$ cat src/rtl/core_run_monitor_if.sv
// core_run_monitor_if: run-control, halt and result signals between the bench/top level and core_run_monitor.
// Revision: 1.0
`default_nettype none

interface core_run_monitor_if #(
  parameter int NUM_CORES = 1,
  parameter int CYCLE_W   = 32
);
  logic                           start;
  logic [CYCLE_W-1:0]             timeout_limit;
  logic [NUM_CORES-1:0]           core_halt;
  logic [NUM_CORES-1:0]           core_rst_n;
  logic                           busy;
  logic                           done;
  logic                           timed_out;
  logic [NUM_CORES-1:0]           halted_mask;
  logic [CYCLE_W-1:0]             cycle_count;
  logic [NUM_CORES*CYCLE_W-1:0]   halt_cycles;

  modport master (
    output start, timeout_limit, core_halt,
    input  core_rst_n, busy, done, timed_out, halted_mask, cycle_count, halt_cycles
  );

  modport slave (
    input  start, timeout_limit, core_halt,
    output core_rst_n, busy, done, timed_out, halted_mask, cycle_count, halt_cycles
  );
endinterface

`default_nettype wire

$ cat src/rtl/core_run_monitor.sv
// core_run_monitor: sequences core resets, counts run cycles, records first halts and enforces a timeout.
// Revision: 1.0
`default_nettype none

module core_run_monitor #(
  parameter int              NUM_CORES       = 1,
  parameter int              CYCLE_W         = 32,
  parameter int              RESET_CYCLES    = 3,
  parameter longint unsigned DEFAULT_TIMEOUT = 1000000
) (
  input  wire                  clk,
  input  wire                  rst,
  core_run_monitor_if.slave    bus
);

  localparam int                c_RST_W    = (RESET_CYCLES > 1) ? $clog2(RESET_CYCLES) : 1;
  localparam logic [c_RST_W-1:0] c_RST_LAST = c_RST_W'(RESET_CYCLES - 1);
  localparam logic [CYCLE_W-1:0] c_DEF_LIM  = CYCLE_W'(DEFAULT_TIMEOUT);
  localparam logic [NUM_CORES-1:0] c_ALL    = {NUM_CORES{1'b1}};

  typedef enum logic [1:0] {
    S_IDLE  = 2'd0,
    S_RESET = 2'd1,
    S_RUN   = 2'd2,
    S_DONE  = 2'd3
  } state_t;

  state_t                       r_state;
  state_t                       w_next;
  logic [c_RST_W-1:0]           r_rst_cnt;
  logic [CYCLE_W-1:0]           r_limit;
  logic [CYCLE_W-1:0]           r_cycle_count;
  logic [NUM_CORES-1:0]         r_halted_mask;
  logic [NUM_CORES*CYCLE_W-1:0] r_halt_cycles;
  logic                         r_timed_out;
  logic                         r_done;

  logic                         w_accept;
  logic                         w_finish;
  logic                         w_all_halted;
  logic                         w_busy;
  logic                         w_cores_run;
  logic [NUM_CORES-1:0]         w_new_halt;

  assign w_new_halt   = bus.core_halt & ~r_halted_mask;
  assign w_all_halted = ((r_halted_mask | bus.core_halt) == c_ALL);

  always_ff @(posedge clk) begin
    if (rst) r_state <= S_IDLE;
    else     r_state <= w_next;
  end

  always_comb begin
    w_next      = r_state;
    w_accept    = 1'b0;
    w_finish    = 1'b0;
    w_busy      = 1'b0;
    w_cores_run = 1'b0;
    case (r_state)
      S_IDLE: begin
        if (bus.start) begin
          w_accept = 1'b1;
          w_next   = S_RESET;
        end
      end
      S_RESET: begin
        w_busy = 1'b1;
        if (r_rst_cnt == c_RST_LAST) w_next = S_RUN;
      end
      S_RUN: begin
        w_busy      = 1'b1;
        w_cores_run = 1'b1;
        if (w_all_halted || (r_cycle_count == r_limit - CYCLE_W'(1))) begin
          w_finish = 1'b1;
          w_next   = S_DONE;
        end
      end
      S_DONE: begin
        w_cores_run = 1'b1;
        if (bus.start) begin
          w_accept = 1'b1;
          w_next   = S_RESET;
        end
      end
      default: w_next = S_IDLE;
    endcase
  end

  always_ff @(posedge clk) begin
    if (rst) begin
      r_rst_cnt     <= '0;
      r_limit       <= '0;
      r_cycle_count <= '0;
      r_halted_mask <= '0;
      r_halt_cycles <= '0;
      r_timed_out   <= 1'b0;
      r_done        <= 1'b0;
    end else begin
      r_done <= 1'b0;
      if (w_accept) begin
        r_rst_cnt     <= '0;
        r_limit       <= (bus.timeout_limit == '0) ? c_DEF_LIM : bus.timeout_limit;
        r_cycle_count <= '0;
        r_halted_mask <= '0;
        r_halt_cycles <= '0;
        r_timed_out   <= 1'b0;
      end
      if (r_state == S_RESET) r_rst_cnt <= r_rst_cnt + c_RST_W'(1);
      if (r_state == S_RUN) begin
        r_cycle_count <= r_cycle_count + CYCLE_W'(1);
        r_halted_mask <= r_halted_mask | bus.core_halt;
        for (int i = 0; i < NUM_CORES; i++) begin
          if (w_new_halt[i]) r_halt_cycles[i*CYCLE_W +: CYCLE_W] <= r_cycle_count;
        end
        // Completion by halts wins over a timeout landing on the same cycle.
        if (w_finish) begin
          r_done      <= 1'b1;
          r_timed_out <= ~w_all_halted;
        end
      end
    end
  end

  assign bus.core_rst_n  = w_cores_run ? c_ALL : '0;
  assign bus.busy        = w_busy;
  assign bus.done        = r_done;
  assign bus.timed_out   = r_timed_out;
  assign bus.halted_mask = r_halted_mask;
  assign bus.cycle_count = r_cycle_count;
  assign bus.halt_cycles = r_halt_cycles;

endmodule

`default_nettype wire

$ cat src/flat_wrapper.sv
// flat-port wrapper written by rule: the top's interface ports become plain ports
module core_run_monitor_flat 
#(
  parameter int              NUM_CORES       = 1,
  parameter int              CYCLE_W         = 32,
  parameter int              RESET_CYCLES    = 3,
  parameter longint unsigned DEFAULT_TIMEOUT = 1000000
)
  (clk, rst, bus_start, bus_timeout_limit, bus_core_halt, bus_core_rst_n, bus_busy, bus_done, bus_timed_out, bus_halted_mask, bus_cycle_count, bus_halt_cycles);
  core_run_monitor_if #(.NUM_CORES(NUM_CORES), .CYCLE_W(CYCLE_W)) bus_i ();
  input  wire clk;
  input  wire rst;
  input wire logic [$bits(bus_i.start)-1:0] bus_start;
  input wire logic [$bits(bus_i.timeout_limit)-1:0] bus_timeout_limit;
  input wire logic [$bits(bus_i.core_halt)-1:0] bus_core_halt;
  output wire logic [$bits(bus_i.core_rst_n)-1:0] bus_core_rst_n;
  output wire logic [$bits(bus_i.busy)-1:0] bus_busy;
  output wire logic [$bits(bus_i.done)-1:0] bus_done;
  output wire logic [$bits(bus_i.timed_out)-1:0] bus_timed_out;
  output wire logic [$bits(bus_i.halted_mask)-1:0] bus_halted_mask;
  output wire logic [$bits(bus_i.cycle_count)-1:0] bus_cycle_count;
  output wire logic [$bits(bus_i.halt_cycles)-1:0] bus_halt_cycles;
  assign bus_i.start = bus_start;
  assign bus_i.timeout_limit = bus_timeout_limit;
  assign bus_i.core_halt = bus_core_halt;
  assign bus_core_rst_n = bus_i.core_rst_n;
  assign bus_busy = bus_i.busy;
  assign bus_done = bus_i.done;
  assign bus_timed_out = bus_i.timed_out;
  assign bus_halted_mask = bus_i.halted_mask;
  assign bus_cycle_count = bus_i.cycle_count;
  assign bus_halt_cycles = bus_i.halt_cycles;
  core_run_monitor #(.NUM_CORES(NUM_CORES), .CYCLE_W(CYCLE_W), .RESET_CYCLES(RESET_CYCLES), .DEFAULT_TIMEOUT(DEFAULT_TIMEOUT)) u_core (.clk(clk), .rst(rst), .bus(bus_i));
endmodule
$ cat config.mk
export PLATFORM = sky130hd
export DESIGN_NAME = core_run_monitor_flat
export DESIGN_NICKNAME = d
export VERILOG_FILES = /design/src/rtl/core_run_monitor_if.sv /design/src/rtl/core_run_monitor.sv /design/src/flat_wrapper.sv
export SDC_FILE = /design/constraint.sdc
export NUM_CORES = 1
export LEC_CHECK = 0
export CAP_MARGIN = 10
export CORE_MARGIN = 5
export CORE_UTILIZATION = 45
export DETAILED_ROUTE_END_ITERATION = 10
export PLACE_DENSITY = 0.73
export SKIP_LAST_GASP = 1
export SYNTH_ARGS = -nofsm -noshare
export SYNTH_HDL_FRONTEND = slang
export SYNTH_SLANG_ARGS = --single-unit
$ cat constraint.sdc
create_clock -name clk -period 2.79 [get_ports clk]
set_input_delay 0.279 -clock clk [delete_from_list [all_inputs] [get_ports clk]]
set_output_delay 0.279 -clock clk [all_outputs]
set_load 0.1 [all_outputs]
### Word-level counts from Yosys, hierarchy flattened

Cells that the tools add are included.

| operators by class | value |
|---|---|
| $add $sub $neg | 3 |
| equality and inequality tests | 8 |
| muxes and demuxes | 25 |
| bitwise operators | 5 |
| reductions and logical operators | 10 |

Operators by type and width:

| kind | count |
|---|---|
| 2-to-1 mux 32 bit | 6 |
| adder 32 x 1 -> 32 bit, second input constant | 1 |
| equality test 32 bit | 1 |
| logical NOT 32 bit | 1 |
| subtractor 32 x 1 -> 32 bit, second input constant | 1 |
| 2-to-1 mux 1 bit | 13 |
| 2-to-1 mux 2 bit | 5 |
| OR reduction 2 bit | 4 |
| equality test 2 bit, second input constant | 3 |
| != test 2 x 1 -> 1 bit, second input constant | 3 |
| one-hot mux 2 bit (3 select lines) | 1 |
| nonzero test 2 bit | 2 |
| inverter 1 bit | 3 |
| AND reduction 3 bit | 1 |
| adder 2 x 1 -> 2 bit, second input constant | 1 |
| equality test 2 x 1 -> 1 bit, second input constant | 1 |
| logical NOT 2 bit | 1 |
| AND 1 bit | 1 |
| logical OR 1 bit | 1 |
| bitwise OR 1 bit | 1 |

| storage, ports and cells | value |
|---|---|
| bits in registers | 103 |
| input bits | 36 |
| output and inout bits | 69 |

### Logic depth before layout (Yosys ltp)

Gate-level depths: netlist (run 1).

| depth | value |
|---|---|
| word-level depth | 7 |
| gate-level depth with buffers | 12 |
| mapped depth without buffers | 11 |

### Worst setup path after synthesis (run 1)

No wires, ideal clock.

| timing | value |
|---|---|
| kind | register -> register |
| start point | reg u_core.r_cycle_count[2] (netlist: u_core.bus.cycle_count[2]) |
| end point | reg u_core.r_cycle_count[31] (netlist: u_core.bus.cycle_count[31]) |
| setup time | 0.065 ns |
| data arrival time | 3.042 ns |
| slack | -0.317 ns |
| stages on the path, launching flop included | 11 |
| buffers on the path | 1 |
| cells stage by stage | dfxtp_1 -> clkbuf_1 -> nand4_1 -> nor3b_1 -> nand2_1 -> nor2_1 -> nand2_1 -> nor2_1 -> nand3_1 -> mux2_2 -> nor2_1 |

| between the ends | value |
|---|---|
| longest elaborated chain between the ends | 2 |

RTL lines:

| element | RTL line | text |
|---|---|---|
| start: declaration | core_run_monitor.sv:32 | `logic [CYCLE_W-1:0] r_cycle_count;` |
| start signal: assignment | core_run_monitor.sv:110 | `r_cycle_count <= r_cycle_count + CYCLE_W'(1);` |
| adder 32 x 1 -> 32 bit | core_run_monitor.sv:110 |  |
| 2-to-1 mux 32 bit | core_run_monitor.sv:109 | `if (r_state == S_RUN) begin` |

No other way between the ends.
A chain may end at the register's enable or synchronous reset.

### Final worst setup path (run 1)

| timing | value |
|---|---|
| start point | reg u_core.r_limit[5] |
| end point | reg u_core.r_state[0] |

| between the ends | value |
|---|---|
| longest elaborated chain between the ends | 5 |

RTL lines:

| element | RTL line | text |
|---|---|---|
| start: declaration | core_run_monitor.sv:31 | `logic [CYCLE_W-1:0] r_limit;` |
| start signal: assignment | core_run_monitor.sv:102 | `r_limit <= (bus.timeout_limit == '0) ? c_DEF_LIM : bus.timeout_limit;` |
| subtractor 32 x 1 -> 32 bit | core_run_monitor.sv:73 | `if (w_all_halted \|\| (r_cycle_count == r_limit - CYCLE_W'(1))) begin` |
| equality test 32 bit | core_run_monitor.sv:73 |  |
| logical OR 1 bit | core_run_monitor.sv:73 |  |
| != test 2 x 1 -> 1 bit (no line) | - |  |
| AND reduction 3 bit (no line) | - |  |
| end signal: assignment | core_run_monitor.sv:50 | `else r_state <= w_next;` |
| end: declaration | core_run_monitor.sv:28 | `state_t r_state;` |

No other way between the ends.

==> out/qor.csv, run 1 <==
metric,value,unit
outcome,"complete, no violations",
crit_buf_inv,1,
grt_overflow,0,
hold_ws,0.467,ns
syn-instance-count,711,
fp.dieArea,0.0147,mm2
grt_pass1_vias,5386,
fin_util,58.5,%
cpPeakStageDelay,0.59,ns
area_delta_synth_final,27.1,%
maxSlewViolCount,0,
placed_cell_area,0.00672,mm2
ctsHoldBuffers,0,
portBuffers,104,
slew_headroom,35.6,%
avgViaCountPerCell,5.66,
synth.avg_cell_area,7.81,um2
rsz0062_at_grt,no,
hold_viol,0,
start_util,46.0,%
grt_pass1_wl,27.2,mm
async_flop_share,0,%
postRouteAntennaNets,0,
crit_chain,"or4_4, buf_6, o31a_1, a211oi_2, o21bai_1, a21o_1, nor4_2, a21o_2, nand3_1, nor3b_2",
gp_congestion,0.894,
critical_path_arrival,2.85,ns
vias,5592,
p_leak,2.60,nW
finalClockSkew,0.00598,ns
antenna_found_initial,0,
synth_enable_flop_cells,0,
cts_buffers,9,
fillers,1132,
nets,858,
hp-class,reg2reg,
tightest_slew,0.966,ns
cpMaxStageDelayCell,or4_4,
clock_latency,0.35,ns
final_common_cell,nand2_1,
routed_wl,16.9,mm
ios,105,
setup_viol,0,
avgRoutedWirePerCell,17.1,um
cp_max_fo,7,
drive_above_1_share,22.3,%
cap_violations,0,
dr.pass1.iters,5,
post-route-period-util,94.8,%
diodes,0,
place_hpwl,12.8,mm
fp.dieW,121,um
synth_top_flop_cell,dfxtp_1,
clock_sinks,103,
root_buffer,clkbuf_16,
synth.distinct_cells,64,
netlist_area,0.00555,mm2
synth-seq-cells,103,
postLayoutCellArea,0.00706,mm2
p_per_area,795,mW/mm2
cts_tree,done,
clk_path_buf_depth,2,
htreeDepth,3,
die_y,121,um
period_minus_slack,2.65,ns
drc,0,
grt_max_degree,94,
syn-num-nets,754,
rows,40,
path_clk_slew,0.07,ns
cp-start-kind,register,
synth.yosys.seq_area_share,37.1,%
end_kind,register,
ir_drop,0.443,mV
max_freq,378,MHz
synth_warnings,0,
worst_ep_required_time,2.99,ns
grt_usage,23.2,%
finalSetupTns,0,ns
drtIter0Drc,378,
cp_top_family,simple AND/OR/NAND/NOR gates,
core,0.0121,mm2
layout_common_cells,"nand2_1, buf_4, dfxtp_1, a21oi_1, nand3_1",
crit_type,reg2reg,
## logic make-up after synthesis
logic type | synth area share [%]
AOI/OAI and AO/OA | 17.2
xor gates and xnor gates | 6.15
adders and majority gates | 1.58
buffers and inverters | 4.33
DFF | 37.1
muxes | 2.50
and+or+nand+nor | 31.1
## flip-flops by register name (all words and copies together) (netlist names)
| signal | count |
|---|---|
| u_core.bus.timed_out | 1 |
| u_core.r_rst_cnt | 2 |
| u_core.bus.halt_cycles | 32 |
| u_core.bus.cycle_count | 32 |
| u_core.bus.halted_mask | 1 |
| u_core.r_limit | 32 |
| u_core.r_state | 2 |
| u_core.bus.done | 1 |
## worst reg2reg max path, delay by kind of cell, from the launching register on
kind | cells | cell delay, ns
buf+inv | 1 | 0.17
compound gates | 5 | 0.91
simple gates | 4 | 1.11
flops | 1 | 0.31
## area by class of cell
| type | instances | area [um2] | area share, % |
|---|---|---|---|
| well taps | 168 | 210 | 2.98 |
| multi-input cells | 548 | 3310 | 46.8 |
| clock inverters | 6 | 43.8 | 0.620 |
| repair buffers | 142 | 1150 | 16.3 |
| clock buffers | 10 | 229 | 3.24 |
| inverters | 11 | 41.3 | 0.585 |
| flip-flops and latches | 103 | 2080 | 29.4 |
## what timing repair did
item                       in CTS  in global routing
setup endpoints to repair       0                  3
gates resized for setup         0                 12
setup buffers                   0                  2
## worst paths after layout
check,from,to,slack [ns],cells after the start
worst min register to register,u_core.bus.halt_cycles[15]$_SDFF_PP0_,u_core.bus.halt_cycles[15]$_SDFF_PP0_,0.47,2
worst max register to register,u_core.r_limit[5]$_SDFFE_PP0P_,u_core.r_state[0]$_SDFFE_PP0P_,0.14,10
worst min-delay path,u_core.bus.halt_cycles[15]$_SDFF_PP0_,u_core.bus.halt_cycles[15]$_SDFF_PP0_,0.47,2
worst max-delay path,u_core.r_limit[5]$_SDFFE_PP0P_,u_core.r_state[0]$_SDFFE_PP0P_,0.14,10
## Yosys cell counts (3+ instances only)
master	count	area share (%)
nand2_1	128	8.7
dfxtp_1	103	37
a21oi_1	84	7.6
nand3_1	60	5.4
clkbuf_1	41	2.8
nor2_1	37	2.5
xnor2_1	28	4.4
nor3_1	19	1.7
nor4_1	16	1.8
or3_1	11	1.2
xor2_1	11	1.7
inv_1	10	0.68
nand4_1	10	1.1
and3_1	9	1.0
or2_2	9	1.0
o211ai_1	8	1.1
o21ai_0	8	0.72
ha_1	7	1.6
o221a_2	7	1.4
a31oi_1	6	0.68
mux2_2	6	1.2
mux2i_1	6	1.1
a311oi_1	5	0.79
nand2b_1	5	0.56
a211oi_1	4	0.54
buf_2	4	0.36
nor2b_1	4	0.45
a41oi_1	3	0.47
and2_1	3	0.34
nand3b_1	3	0.41
nor4_4	3	1.1
nor4b_1	3	0.47
o2111ai_1	3	0.47
o21a_1	3	0.41
or4_1	3	0.41
## per-layer routing
metal / global-route usage [%] / wire, um / vias to the layer above / share of wire [%]
met2: 40.8 / 8460 / 151 / 50
met3: 3.78 / 940 / 20 / 5.6
met4: 7.01 / 288 / 0 / 1.7
met1: 28.8 / 7160 / 2679 / 42
met5: 0 / 0 / - / 0
li1: - / - / 2742 / -
## per-stage QoR
stage,setup WS [ns],cells,total power [mW]
after floorplan,0.0106,711,3.58
after global placement,0.0880,970,4.32
after detailed placement,0.0382,970,4.33
after CTS,0.0247,986,5.53
after global routing,0.00720,988,5.95
final,0.144,988,5.61
## power by group
| part | switching [mW] | internal, mW |
|---|---|---|
| logic | 1.60 | 1.02 |
| clock network | 0.587 | 0.611 |
| registers | 0.182 | 1.61 |
Note: power is estimated with default switching activity, not from simulation.
==> inputs of run 2 (changes only) <==
--- a/config.mk
+++ b/config.mk
@@ -9,7 +9,7 @@
 export CORE_MARGIN = 5
 export CORE_UTILIZATION = 45
 export DETAILED_ROUTE_END_ITERATION = 10
-export PLACE_DENSITY = 0.73
+export PLACE_DENSITY = 0.75
 export SKIP_LAST_GASP = 1
 export SYNTH_ARGS = -nofsm -noshare
 export SYNTH_HDL_FRONTEND = slang
==> run 2 against run 1 <==
Effect of this change:
- clock-buffer cell count fell by 1
- combinational power barely moved
- clock skew rose by 0.0057 ns
- sequential power barely moved
==> out/qor.csv, run 2 (synthesis gave the netlist of run 1 again) <==
metric,value,unit
path_clk_slew,0.08,ns
p_per_area,807,mW/mm2
ctsHoldBuffers,0,
slew_headroom,34.2,%
total_power,5.73,mW
maxSlewViolCount,0,
layout_common_cells,"nand2_1, buf_4, dfxtp_1, a21oi_1, nand3_1",
avgViaCountPerCell,5.68,
crit_type,reg2reg,
die_y,121,um
fp.dieW,121,um
critical_path_arrival,2.99,ns
cp_max_fo,7,
setup_viol,0,
ir_drop,0.395,mV
tightest_slew,0.988,ns
vias,5590,
rows,40,
rrSetupSlack,0.01,ns
area_delta_synth_final,27.8,%
final_common_cell,nand2_1,
cpPeakStageDelay,0.60,ns
routed_wl,16.9,mm
antenna_found_initial,0,
diodes,0,
fp.dieArea,0.0147,mm2
drtIter0Drc,388,
place_hpwl,12.7,mm
drive_above_1_share,22.2,%
root_buffer,clkbuf_16,
cpMaxStageDelayCell,or4_4,
clk_path_buf_depth,2,
post-route-period-util,99.6,%
outcome,"complete, no violations",
htreeDepth,3,
clock_sinks,103,
grt_usage,23.1,%
p_leak,2.61,nW
swShare,42.2,%
p_sw,2.42,mW
power_frac_seq,31.4,%
gp_congestion,0.915,
p_int,3.31,mW
hold_viol,0,
crit_chain,"or4_4, buf_4, o31a_1, a211oi_1, o21bai_1, a21o_1, nor4_4, a21o_2, a31o_1, a21oi_2",
start_util,46.0,%
grt_pass1_vias,5353,
nets,855,
cts_tree,done,
cp-start-kind,register,
ios,105,
finalClockSkew,0.0117,ns
period_minus_slack,2.78,ns
hp-class,in2reg,
grt_overflow,0,
grt_max_degree,94,
hold_ws,0.456,ns
core,0.0121,mm2
clockPowerShare,23.1,%
clock_latency,0.36,ns
postRouteAntennaNets,0,
cap_violations,0,
avgRoutedWirePerCell,17.2,um
drc,0,
max_freq,360,MHz
fin_util,58.8,%
pwr-share-comb,45.5,%
grt_pass1_wl,27.0,mm
worst_ep_required_time,3.00,ns
dr.pass1.iters,5,
end_kind,register,
cts_buffers,9,
rsz0062_at_grt,yes,
portBuffers,104,
==> run 2: cell count changes in the layout (fill, tap and decap cells not counted), sizes merged <==
| cell | previous run | this run |
|---|---|---|
| bufinv | 0 | 1 |
| clkinv | 4 | 2 |
| buf | 108 | 105 |
| inv | 12 | 14 |
| clkbuf | 10 | 9 |
==> run 2: path summary, 6_finish.rpt <==
kind                                         start                                       to  depth (start not counted)
max                 u_core.r_limit[5]$_SDFFE_PP0P_           u_core.r_state[1]$_SDFFE_PP0P_                         10
max reg2reg         u_core.r_limit[5]$_SDFFE_PP0P_           u_core.r_state[1]$_SDFFE_PP0P_                         10
min                                            rst  u_core.bus.cycle_count[21]$_SDFFE_PP0P_                          3
min reg2reg  u_core.bus.halt_cycles[25]$_SDFF_PP0_    u_core.bus.halt_cycles[25]$_SDFF_PP0_                          2
==> run 2: layout make-up <==
cell class	count	area, um2
well taps	168	210
multi-input cells	548	3320
fillers	1121	4970
clock inverters	7	86.3
inverters	11	41.3
flip-flops and latches	103	2080
repair buffers	139	1140
clock buffers	9	225
==> run 2: metal layers <==
| layer | global-route usage [%] | share of wire, % | up-vias |
|---|---|---|---|
| met2 | 40.7 | 50 | 162 |
| met5 | 0 | 0 | - |
| met4 | 9.21 | 2.6 | 0 |
| met1 | 27.8 | 42 | 2656 |
| met3 | 4.15 | 5.0 | 27 |
| li1 | - | - | 2745 |
==> run 2: power groups by stage <==
stage	Combinational (mW)	Sequential [mW]	Clock, mW
2_1_floorplan	1.74	1.83	0
3_3_place_gp	2.46	1.81	0
3_5_place_dp	2.49	1.82	0
4_1_cts	2.50	1.79	1.34
5_1_grt	2.84	1.82	1.41
6_report	2.61	1.80	1.33
==> run 2: timing repair <==
| item | CTS | global route |
|---|---|---|
| buffers inserted | 0 | 3 |
| gates resized for setup | 0 | 14 |
| endpoints found under the setup margin | 0 | 4 |
| endpoints found under the hold margin | 0 | 0 |
==> run 2: worst max-delay path, delay by kind of cell, from the launching register on <==
family / cells / cell delay [ns]
buf+inv: 1 / 0.19
simple gates: 2 / 0.92
compound gates: 7 / 1.20
flops: 1 / 0.32
==> run 2: per-stage QoR <==
step	setup slack, ns	setup TNS, ns	instance area, um2	instances
floorplan	0.0106	0	5570	711
global placement	0.118	0	6700	966
detailed placement	0.0336	0	6700	966
CTS	0.0193	0	7010	982
global route	-0.0771	-0.182	7100	985
finish	0.00979	0	7100	985
==> inputs of run 3 (changes only) <==
--- a/config.mk
+++ b/config.mk
@@ -6,7 +6,7 @@
 export NUM_CORES = 1
 export LEC_CHECK = 0
 export CAP_MARGIN = 10
-export CORE_MARGIN = 5
+export CORE_ASPECT_RATIO = 0.9
 export CORE_UTILIZATION = 45
 export DETAILED_ROUTE_END_ITERATION = 10
 export PLACE_DENSITY = 0.75
@@ -14,3 +14,4 @@
 export SYNTH_ARGS = -nofsm -noshare
 export SYNTH_HDL_FRONTEND = slang
 export SYNTH_SLANG_ARGS = --single-unit
+export TNS_END_PERCENT = 100
==> run 3 against run 2 <==
Effect of this change:
- sequential share of layout area is essentially flat
- final cell count shrank 0.20%
- worst setup slack gained 0.012 ns
- die area shrank 13%
- critical path type unchanged
==> out/qor.csv, run 3 (synthesis gave the netlist of run 1 again) <==
metric,value,unit
ctsHoldBuffers,0,
place_hpwl,12.1,mm
routed_wl,16.5,mm
cpMaxStageDelayCell,or4_4,
area_delta_synth_final,27.8,%
grt_usage,26.2,%
worst_ep_required_time,3.00,ns
tightest_slew,0.955,ns
power_frac_seq,31.1,%
postLayoutCellArea,0.00710,mm2
pwr-share-comb,45.9,%
cp_max_fo,5,
cap_violations,0,
gp_congestion,0.930,
diodes,0,
worstHoldStart,rst,
grt_overflow,0,
crit_path_start,u_core.r_limit[20]$_SDFFE_PP0P_,
placed_cell_area,0.00673,mm2
cp-start-kind,register,
grt_pass1_wl,26.4,mm
dr.pass1.iters,5,
p_leak,2.64,nW
cts_buffers,9,
clk_path_buf_depth,2,
ir_drop,0.428,mV
finalSetupTns,0,ns
critical_path_arrival,2.98,ns
fp.dieW,119,um
p_sw,2.36,mW
cts_tree,done,
p_per_area,809,mW/mm2
drc,0,
fp.dieArea,0.0128,mm2
hold_viol,0,
start_util,46.2,%
drive_above_1_share,22.0,%
finalClockSkew,0.00654,ns
fillers,1098,
period_minus_slack,2.77,ns
postRouteAntennaNets,0,
hold_ws,0.462,ns
reg2reg_from,u_core.r_limit[20]$_SDFFE_PP0P_,
max_freq,361,MHz
ios,105,
path_clk_slew,0.07,ns
clock_sinks,103,
grt_pass1_vias,5272,
clockPowerShare,23.0,%
crit_type,reg2reg,
swShare,41.0,%
layout_common_cells,"nand2_1, buf_4, dfxtp_1, a21oi_1, nand3_1",
nets,862,
p_int,3.39,mW
grt_max_degree,94,
clock_latency,0.36,ns
fin_util,59.0,%
avgViaCountPerCell,5.77,
cp_top_family,simple AND/OR/NAND/NOR gates,
vias,5676,
root_buffer,clkbuf_16,
hp-class,in2reg,
final_common_cell,nand2_1,
outcome,"complete, no violations",
htreeDepth,3,
die_y,107,um
antenna_found_initial,0,
avgRoutedWirePerCell,16.8,um
crit_buf_inv,1,
cpPeakStageDelay,0.55,ns
post-route-period-util,99.2,%
rsz0062_at_grt,yes,
core,0.0120,mm2
drtIter0Drc,329,
end_kind,register,
crit_chain,"or4_4, nor4_4, buf_4, xnor2_2, mux2i_1, o211ai_1, nor4b_4, a21o_2, nand3_2, nor3b_2",
slew_headroom,36.3,%
setup_viol,0,
rows,38,
maxSlewViolCount,0,
portBuffers,104,
-- run 3: cell count changes in the layout (fill, tap and decap cells not counted), sizes merged --
cell    delta
buf        +7
inv        -4
clkinv     +1
clkbuf     +2
-- run 3: repair_timing --
item,4_1_cts,5_1_grt
setup endpoints to repair,0,2
setup buffers,0,5
gates resized for setup,0,6
-- run 3: layer usage --
metal	wire, um	vias to the layer above	track usage [%]	share of wire, %
met1	7270	2726	31.9	44
li1	-	2748	-	-
met4	312	0	8.68	1.9
met2	7920	170	44.5	48
met3	993	32	7.04	6.0
met5	0	-	0	0
-- run 3: per-stage QoR --
step           total power [mW]  instances  setup WS [ns]
2_1_floorplan              3.58        711         0.0106
3_3_place_gp               4.30        963         0.0918
3_5_place_dp               4.34        963         0.0444
4_1_cts                    5.67        978         0.0186
5_1_grt                    6.08        983         -0.115
6_report                   5.74        983         0.0214
-- run 3: power groups by stage --
stage,combinational [mW],clock (mW),sequential (mW)
after floorplan,1.74,0,1.83
after global placement,2.50,0,1.81
after detailed placement,2.53,0,1.82
after CTS,2.54,1.34,1.78
after global routing,2.88,1.40,1.80
final,2.64,1.32,1.79
-- run 3: worst reg2reg max path, delay by kind of cell (launching register included) --
family          cells  cell delay, ns
compound gates      2            0.45
xor+xnor            1            0.10
buf+inv             1            0.20
flops               1            0.35
mux                 1            0.08
simple gates        5            1.44
-- run 3: worst paths after layout --
check / end / slack [ns] / cells past startpoint
hold reg to reg: u_core.bus.halt_cycles[7]$_SDFF_PP0_ / 0.47 / 2
setup / recovery: u_core.r_state[0]$_SDFFE_PP0P_ / 0.02 / 10
setup reg to reg: u_core.r_state[0]$_SDFFE_PP0P_ / 0.02 / 10
hold / removal: u_core.bus.timed_out$_SDFF_PP0_ / 0.46 / 4
-- run 3: area by class of cell --
| cell class | count | area [um2] | share of cell area (%) |
|---|---|---|---|
| Sequential cell | 103 | 2080 | 29.3 |
| Timing Repair Buffer | 146 | 1190 | 16.8 |
| Clock buffer | 11 | 253 | 3.56 |
| Clock inverter | 4 | 55.1 | 0.776 |
| Tap cell | 160 | 200 | 2.82 |
| Inverter | 11 | 41.3 | 0.582 |
| Multi-Input combinational cell | 548 | 3280 | 46.2 |
